**src/rtl/qc_ldpc_enc_serial_if.sv**
```systemverilog
// qc_ldpc_enc_serial_if: seed config, message and codeword handshake bundle; out_data widens with SYSTEMATIC_OUT_EN
interface qc_ldpc_enc_serial_if #(
  parameter int Z  = 27,
  parameter int KB = 1,
  parameter int MB = 6,
  parameter int AW = 3
);
  localparam int K = KB * Z;
  localparam int P = MB * Z;
`ifdef SYSTEMATIC_OUT_EN
  localparam int OUT_W = K + P;
`else
  localparam int OUT_W = P;
`endif
  logic             cfg_we;
  logic [AW-1:0]    cfg_addr;
  logic [Z-1:0]     cfg_data;
  logic             in_valid;
  logic             in_ready;
  logic [K-1:0]     in_data;
  logic             out_valid;
  logic             out_ready;
  logic [OUT_W-1:0] out_data;
  modport slave (
    input  cfg_we, cfg_addr, cfg_data, in_valid, in_data, out_ready,
    output in_ready, out_valid, out_data
  );
  modport master (
    output cfg_we, cfg_addr, cfg_data, in_valid, in_data, out_ready,
    input  in_ready, out_valid, out_data
  );
endinterface

```
**src/rtl/qc_ldpc_enc_serial.sv**
```systemverilog
// qc_ldpc_enc_serial: bit-serial QC-LDPC parity encoder from stored circulant seeds; SYSTEMATIC_OUT_EN prepends the message to out_data
module qc_ldpc_enc_serial #(
  parameter int Z  = 27,
  parameter int KB = 1,
  parameter int MB = 6,
  parameter int AW = 3
) (
  input logic                 clk,
  input logic                 rst,
  qc_ldpc_enc_serial_if.slave bus
);
  localparam int K  = KB * Z;
  localparam int P  = MB * Z;
  localparam int CW = $clog2(K + 1);
  localparam int JW = $clog2(Z + 1);
`ifdef SYSTEMATIC_OUT_EN
  localparam int OUT_W = K + P;
`else
  localparam int OUT_W = P;
`endif
  typedef enum logic [1:0] {IDLE, ENC, DONE} state_t;
  state_t               r_state, w_next;
  logic [Z-1:0]         r_seed [2**AW];
  logic [K-1:0]         r_msg;
  logic [MB-1:0][Z-1:0] r_acc, r_rot, w_acc_nx, w_rot_nx;
  logic [CW-1:0]        r_cnt;
  logic [JW-1:0]        r_j;
  logic [AW-1:0]        r_sidx;
  logic [OUT_W-1:0]     r_out;
  logic                 w_last, w_wrap;
  assign bus.out_data = r_out;
  // state register
  always_ff @(posedge clk or posedge rst) begin
    if (rst) r_state <= IDLE;
    else     r_state <= w_next;
  end
  // next state and handshake outputs
  always_comb begin
    w_next        = r_state;
    bus.in_ready  = 1'b0;
    bus.out_valid = 1'b0;
    case (r_state)
      IDLE: begin
        bus.in_ready = 1'b1;
        if (bus.in_valid) w_next = ENC;
      end
      ENC: if (w_last) w_next = DONE;
      DONE: begin
        bus.out_valid = 1'b1;
        if (bus.out_ready) w_next = IDLE;
      end
      default: w_next = IDLE;
    endcase
  end
  // accumulate the current circulant row per parity block and advance it; block boundaries reload the next block's seed
  always_comb begin
    w_last = r_cnt == CW'(K - 1);
    w_wrap = r_j == JW'(Z - 1);
    for (int m = 0; m < MB; m++) begin
      w_acc_nx[m] = r_msg[r_cnt] ? r_acc[m] ^ r_rot[m] : r_acc[m];
      w_rot_nx[m] = w_wrap ? r_seed[r_sidx + AW'(m)] : {r_rot[m][Z-2:0], r_rot[m][Z-1]};
    end
  end
  // seed table, message latch, accumulators, bit counters and held codeword
  always_ff @(posedge clk or posedge rst) begin
    if (rst) begin
      for (int a = 0; a < 2**AW; a++) r_seed[a] <= '0;
      r_msg  <= '0;
      r_acc  <= '0;
      r_rot  <= '0;
      r_cnt  <= '0;
      r_j    <= '0;
      r_sidx <= '0;
      r_out  <= '0;
    end else if (r_state == IDLE) begin
      if (bus.cfg_we && 32'(bus.cfg_addr) < KB * MB) r_seed[bus.cfg_addr] <= bus.cfg_data;
      if (bus.in_valid) begin
        r_msg  <= bus.in_data;
        r_acc  <= '0;
        r_cnt  <= '0;
        r_j    <= '0;
        r_sidx <= AW'(MB);
        for (int m = 0; m < MB; m++) r_rot[m] <= r_seed[AW'(m)];
      end
    end else if (r_state == ENC) begin
      r_acc <= w_acc_nx;
      r_rot <= w_rot_nx;
      r_cnt <= r_cnt + 1'b1;
      r_j   <= w_wrap ? '0 : r_j + 1'b1;
      if (w_wrap) r_sidx <= r_sidx + AW'(MB);
`ifdef SYSTEMATIC_OUT_EN
      if (w_last) r_out <= {w_acc_nx, r_msg};
`else
      if (w_last) r_out <= w_acc_nx;
`endif
    end
  end
endmodule

```
**src/flat_wrapper.sv**
```systemverilog
// flat-port wrapper written by rule: the top's interface ports become plain ports
module qc_ldpc_enc_serial_flat 
#(
  parameter int Z  = 27,
  parameter int KB = 1,
  parameter int MB = 6,
  parameter int AW = 3
)
  (clk, rst, bus_cfg_we, bus_cfg_addr, bus_cfg_data, bus_in_valid, bus_in_data, bus_out_ready, bus_in_ready, bus_out_valid, bus_out_data);
  qc_ldpc_enc_serial_if #(.Z(Z), .KB(KB), .MB(MB), .AW(AW)) bus_i ();
  input logic clk;
  input logic rst;
  input wire logic [$bits(bus_i.cfg_we)-1:0] bus_cfg_we;
  input wire logic [$bits(bus_i.cfg_addr)-1:0] bus_cfg_addr;
  input wire logic [$bits(bus_i.cfg_data)-1:0] bus_cfg_data;
  input wire logic [$bits(bus_i.in_valid)-1:0] bus_in_valid;
  input wire logic [$bits(bus_i.in_data)-1:0] bus_in_data;
  input wire logic [$bits(bus_i.out_ready)-1:0] bus_out_ready;
  output wire logic [$bits(bus_i.in_ready)-1:0] bus_in_ready;
  output wire logic [$bits(bus_i.out_valid)-1:0] bus_out_valid;
  output wire logic [$bits(bus_i.out_data)-1:0] bus_out_data;
  assign bus_i.cfg_we = bus_cfg_we;
  assign bus_i.cfg_addr = bus_cfg_addr;
  assign bus_i.cfg_data = bus_cfg_data;
  assign bus_i.in_valid = bus_in_valid;
  assign bus_i.in_data = bus_in_data;
  assign bus_i.out_ready = bus_out_ready;
  assign bus_in_ready = bus_i.in_ready;
  assign bus_out_valid = bus_i.out_valid;
  assign bus_out_data = bus_i.out_data;
  qc_ldpc_enc_serial #(.Z(Z), .KB(KB), .MB(MB), .AW(AW)) u_core (.clk(clk), .rst(rst), .bus(bus_i));
endmodule
```
**config.mk**
```make
export PLATFORM = sky130hd
export DESIGN_NAME = qc_ldpc_enc_serial_flat
export DESIGN_NICKNAME = d
export VERILOG_FILES = /design/src/rtl/qc_ldpc_enc_serial_if.sv /design/src/rtl/qc_ldpc_enc_serial.sv /design/src/flat_wrapper.sv
export SDC_FILE = /design/constraint.sdc
export NUM_CORES = 2
export LEC_CHECK = 0
export BUFFER_PORTS_ARGS = -buffer_cell sky130_fd_sc_hd__buf_2
export CAP_MARGIN = 20
export CORE_UTILIZATION = 60
export DETAILED_ROUTE_END_ITERATION = 10
export GPL_TIMING_DRIVEN = 1
export PLACE_DENSITY = 0.86
export SETUP_SLACK_MARGIN = 0.4
export SYNTH_ARGS = -nofsm -noshare
export SYNTH_HDL_FRONTEND = slang
export SYNTH_SLANG_ARGS = --single-unit
export TNS_END_PERCENT = 100
```
**constraint.sdc**
```tcl
create_clock -name clk -period 37.8 [get_ports clk]
set_input_delay 7.56 -clock clk [delete_from_list [all_inputs] [get_ports clk]]
set_output_delay 7.56 -clock clk [all_outputs]
set_load 0.05 [all_outputs]
```
Yosys cells after proc, flatten, opt, wreduce, memory -nomap -nowiden
Cells that the tools add are included.

Latch bits: 0. Word-level logic and storage cells: 133. Flip-flop bits (word level): 744. Input port bits: 62. Memories kept: 0. Output and inout bits: 164. Memory bits (read-only): 0. Bits in writable memories: 0.

Shift-type cells: 0. Multiplexer cells: 57. Multipliers: 0. Reduce and logical (&&, ||, !) cells: 11. Eq/ne operators: 7. Bitwise logic cells: 14. $lt $le $gt $ge: 10. Div/mod/pow operators: 0. Add/subtract/negate cells: 8.

Operators with widths (count): $mux W162 (5); $mux W27 (25); $bmux W27 S3 (6); $bwmux W216 (1); $xor A27 B27 Y27 (6); $mux W108 (1); $demux W27 S3 (1); $mux W5 (6); $ge A4 B4 Y1 const B (7); $not A3 Y4 (7); $mux W3 (4); $add A5 B1 Y5 const B (2); $eq A5 B5 Y1 const B (2); $add A3 B3 Y3 const B (3); $reduce_and A3 Y1 (3); $add A3 B2 Y3 const B (2); $lt A5 B6 Y1 const B (1); $mux W2 (3); $pmux W2 S3 (1); $reduce_and A2 Y1 (3); $bmux W1 S5 (1); $lt A4 B1 Y1 const B (1); $ne A2 B2 Y1 const B (2); $reduce_bool A2 Y1 (2); other kinds (9) (12).

Logic depth before layout (Yosys ltp)
Word-level depth: 8. Gate-level depth with buffers: 10. Gate-level depth less buffers: 8.

Worst setup path before layout
Ideal clock, no wire load.

Path type: reg2out. Start point: reg u_core.r_state[0]. End point: out bus_in_ready. Required time: 30240 ps. Arrival: 1833 ps. Stages on the path, launching flop included: 6. Path slack: 28407 ps. Path through: dfrtp_1 -> or2_2 -> clkbuf_1 -> inv_1 -> clkbuf_1 -> clkbuf_1.

Longest elaborated chain between the ends: 2.

RTL lines: from (decl) (line qc_ldpc_enc_serial.sv:22) `state_t r_state, w_next;`; from (signal assigned) (line qc_ldpc_enc_serial.sv:35) `else r_state <= w_next;`; $logic_not A2 Y1 (line qc_ldpc_enc_serial.sv:42) `case (r_state)`; $mux W1 (line qc_ldpc_enc_serial.sv:42); to (decl) (line flat_wrapper.sv:19) `output wire logic [$bits(bus_i.in_ready)-1:0] bus_in_ready;`.

Every way passes these cells.

Worst setup path in the final report
Start point: reg u_core.r_state[1]. End point: out bus_in_ready.

Same word-level chain as after synthesis.

==> metrics.cfg <==
[logic_synthesis]
synth_xor_area_share_pct = 3.57
synth_compound_area_share_pct = 19.9
synthFlopType = dfrtp_1
synth_top_family_by_area = compound AO/OA/AOI/OAI gates
yosysSeqAreaShare_pct = 46.6
netlist_instances = 3518
yosys.area.top_type_share_pct = 46.6
avgSynthCellArea_um2 = 11.4
yosys.area_share.adder_pct = 0.125
synthTopCellsByCount = 743 x dfrtp_1, 375 x nand2_1, 305 x o21ai_0
synthMuxAreaShare_pct = 16.2
synth_cell_types = 51
yosysMostFrequentCell = dfrtp_1
ys_warn_count = 0
netlist_top_cells_area = dfrtp_1 47%, mux4_2 8.4%, o31ai_4 8.2%, mux2_2 4.6%, o21ai_0 3.8%
syn_area_um2 = 39900
synth_simple_gate_area_share_pct = 8.06
synth_enable_flop_cells = 0
synth_top_area_cell = dfrtp_1
synth-seq-cells = 743
synthArstFlopShare_pct = 100
synth_nets = 3584

[sta]
worstMarginPinSlew_ns = 1.47
fin_tns_setup_ns = 0
grt_setup_unrepaired = false
fin_crit_sh_pct = 27.5
setup_slack_ns = 27.42
min_period_ns = 10.38
hold_viol_final = 0
slew_viol_final = 0
setup_violations = 0
fmax_mhz = 96.4
clock_skew_ns = 0.0271
worst_hold_slack_ns = 0.419
slew_headroom_pct = 1.96

[detailed_routing]
post_drt_via_cell_ratio = 6.62
drt_iter0_markers = 3375
drt-total-wl_mm = 108
route.vias.total = 29453
drc = 0
drtAntennaViolNets = 0
firstDrtPassIters = 8
wire_per_inst_um = 24.2

[clock_tree]
cts_tree = done
clockRootBuffer = clkbuf_16
cts_setup_buffers = 0
htreeDepth = 3
cts.sinks = 743
clk_path_buf_depth = 3
cts_resized = 0
postCtsHoldBufs = 0
clk_latency_ns = 0.64
clkSlewWorstSetupHoldPaths_ns = 0.06
numCtsBuffers = 78

[global_routing]
grt_pass1_wl_mm = 169
grt_max_degree = 227
gr-total-overflow = 0
track_usage_pct = 32.2
antenna_found_initial = 12
first_global_vias = 29823

[place]
dp_slack_ns = 27.60
gp_congestion = 0.906
place_inst = 4305
port_buffers = 225
hpwl_mm = 67.5

[pwr]
p_total_uw = 4170
power_leakage_uw = 0.0194
ir_drop_mv = 0.0871
p_per_area_nw_per_um2 = 95.3

[finish]
stdcell_count = 4452
syn_to_final_growth_pct = 9.61
drive_above_1_share_pct = 24.9
seqCellArea_um2 = 18600
multi_input_area_um2 = 19200
nNetsFinal = 3588
fill_cells = 4594

[critical_path]
crit_fanout = 33
cp.arrival_ns = 2.82
critPathKind = reg -> out
crit_required_ns = 30.24
critPathCaptureType = primary output
critPathLaunchType = register

[job]
maxCapViolations = 0

[run_status]
outcome = finished, final reports clean

[floorplan]
die_h_um = 260
rows = 94
floorplan.initialDensity_pct = 60.6
core_region_area_um2 = 65900
die_area_um2 = 67600
ios = 226
die_w_um = 260

[worst_hold_path]
min_path_type = reg -> reg

-- worst max-delay path: stages, from the launching register on --
cell,delay [ns]
dfrtp_1,0.32
buf_4,0.44
buf_4,0.37
or2_2,0.63
inv_2,0.13
buf_2,0.25
-- area by class of cell --
| type | count | area share, % |
|---|---|---|
| diodes | 5 | 0.0286 |
| repair buffers | 277 | 3.57 |
| well taps | 864 | 2.47 |
| inverters | 168 | 1.46 |
| flip-flops and latches | 743 | 42.5 |
| clock inverters | 25 | 0.746 |
| clock buffers | 116 | 5.30 |
| multi-input cells | 2254 | 43.9 |
-- stage by stage --
step,utilization (%),area [um2]
6_report,66.5,43800
3_5_place_dp,62.4,41100
3_3_place_gp,62.4,41100
2_1_floorplan,-,39900
5_1_grt,66.5,43800
4_1_cts,66.4,43700
-- cell usage in the layout, fill, tap and decap left out, types with 43 or more instances in the layout --
cell	instances
o22a_1	45
or3_1	156
dfrtp_1	740
buf_4	49
nand3_1	61
mux2_2	162
xnor2_1	160
o21ai_1	89
buf_2	225
mux2i_1	127
mux4_2	149
nor3b_1	43
o31ai_4	154
a21oi_1	288
a221o_1	54
clkbuf_16	81
inv_1	166
o21ai_0	305
nand2_1	373
-- worst paths after layout --
kind | startpoint | endpoint | slack (ns) | depth (start not counted)
max | u_core.r_state[1]$_DFFE_PP0P_ | bus_in_ready | 27.42 | 5
min | u_core.r_seed[19]$_DFFE_PP0P_ | u_core.r_seed[19]$_DFFE_PP0P_ | 0.42 | 0
max reg2reg | u_core.r_cnt[0]$_DFFE_PP0P_ | u_core.bus.out_data[135]$_DFFE_PP0P_ | 33.09 | 8
min reg2reg | u_core.r_seed[19]$_DFFE_PP0P_ | u_core.r_seed[19]$_DFFE_PP0P_ | 0.42 | 0
max in group asynchronous | rst | u_core.bus.out_data[95]$_DFFE_PP0P_ | 28.41 | 4
min in group asynchronous | rst | u_core.bus.out_data[44]$_DFFE_PP0P_ | 7.08 | 2
-- power by group --
group,internal (uW),switching [uW],leakage [uW]
clock,473,330,0.00130
combinational,733,1230,0.00833
sequential,1090,317,0.00983
total,2290,1880,0.0194
-- kinds of logic (layout without fill, tap and decap cells) --
family	count (synthesis)	count (layout)
XOR/XNOR	163	163
other	0	5
AO/OA/AOI/OAI	975	975
flip-flops	743	743
multiplexers	439	439
AND/OR/NAND/NOR	673	673
adder cells (fa/ha/maj)	4	4
buffers and inverters	521	586
-- routing by layer --
metal / up-vias / routed length, um / track usage [%]
met5: - / 97 / 0
met4: 14 / 7770 / 21.3
met3: 456 / 8780 / 7.37
met2: 1574 / 52200 / 51.8
met1: 14748 / 38900 / 38.9
li1: 12661 / - / -
-- flip-flops by register name, indices dropped and copies added (netlist names) --
register,cells
u_core.r_seed,216
u_core.r_msg,27
u_core.r_state,2
u_core.bus.out_data,162
u_core.r_cnt,5
u_core.r_rot,162
u_core.r_sidx,2
u_core.r_j,5
u_core.r_acc,162
No activity file was read; power rests on OpenSTA's default activity.
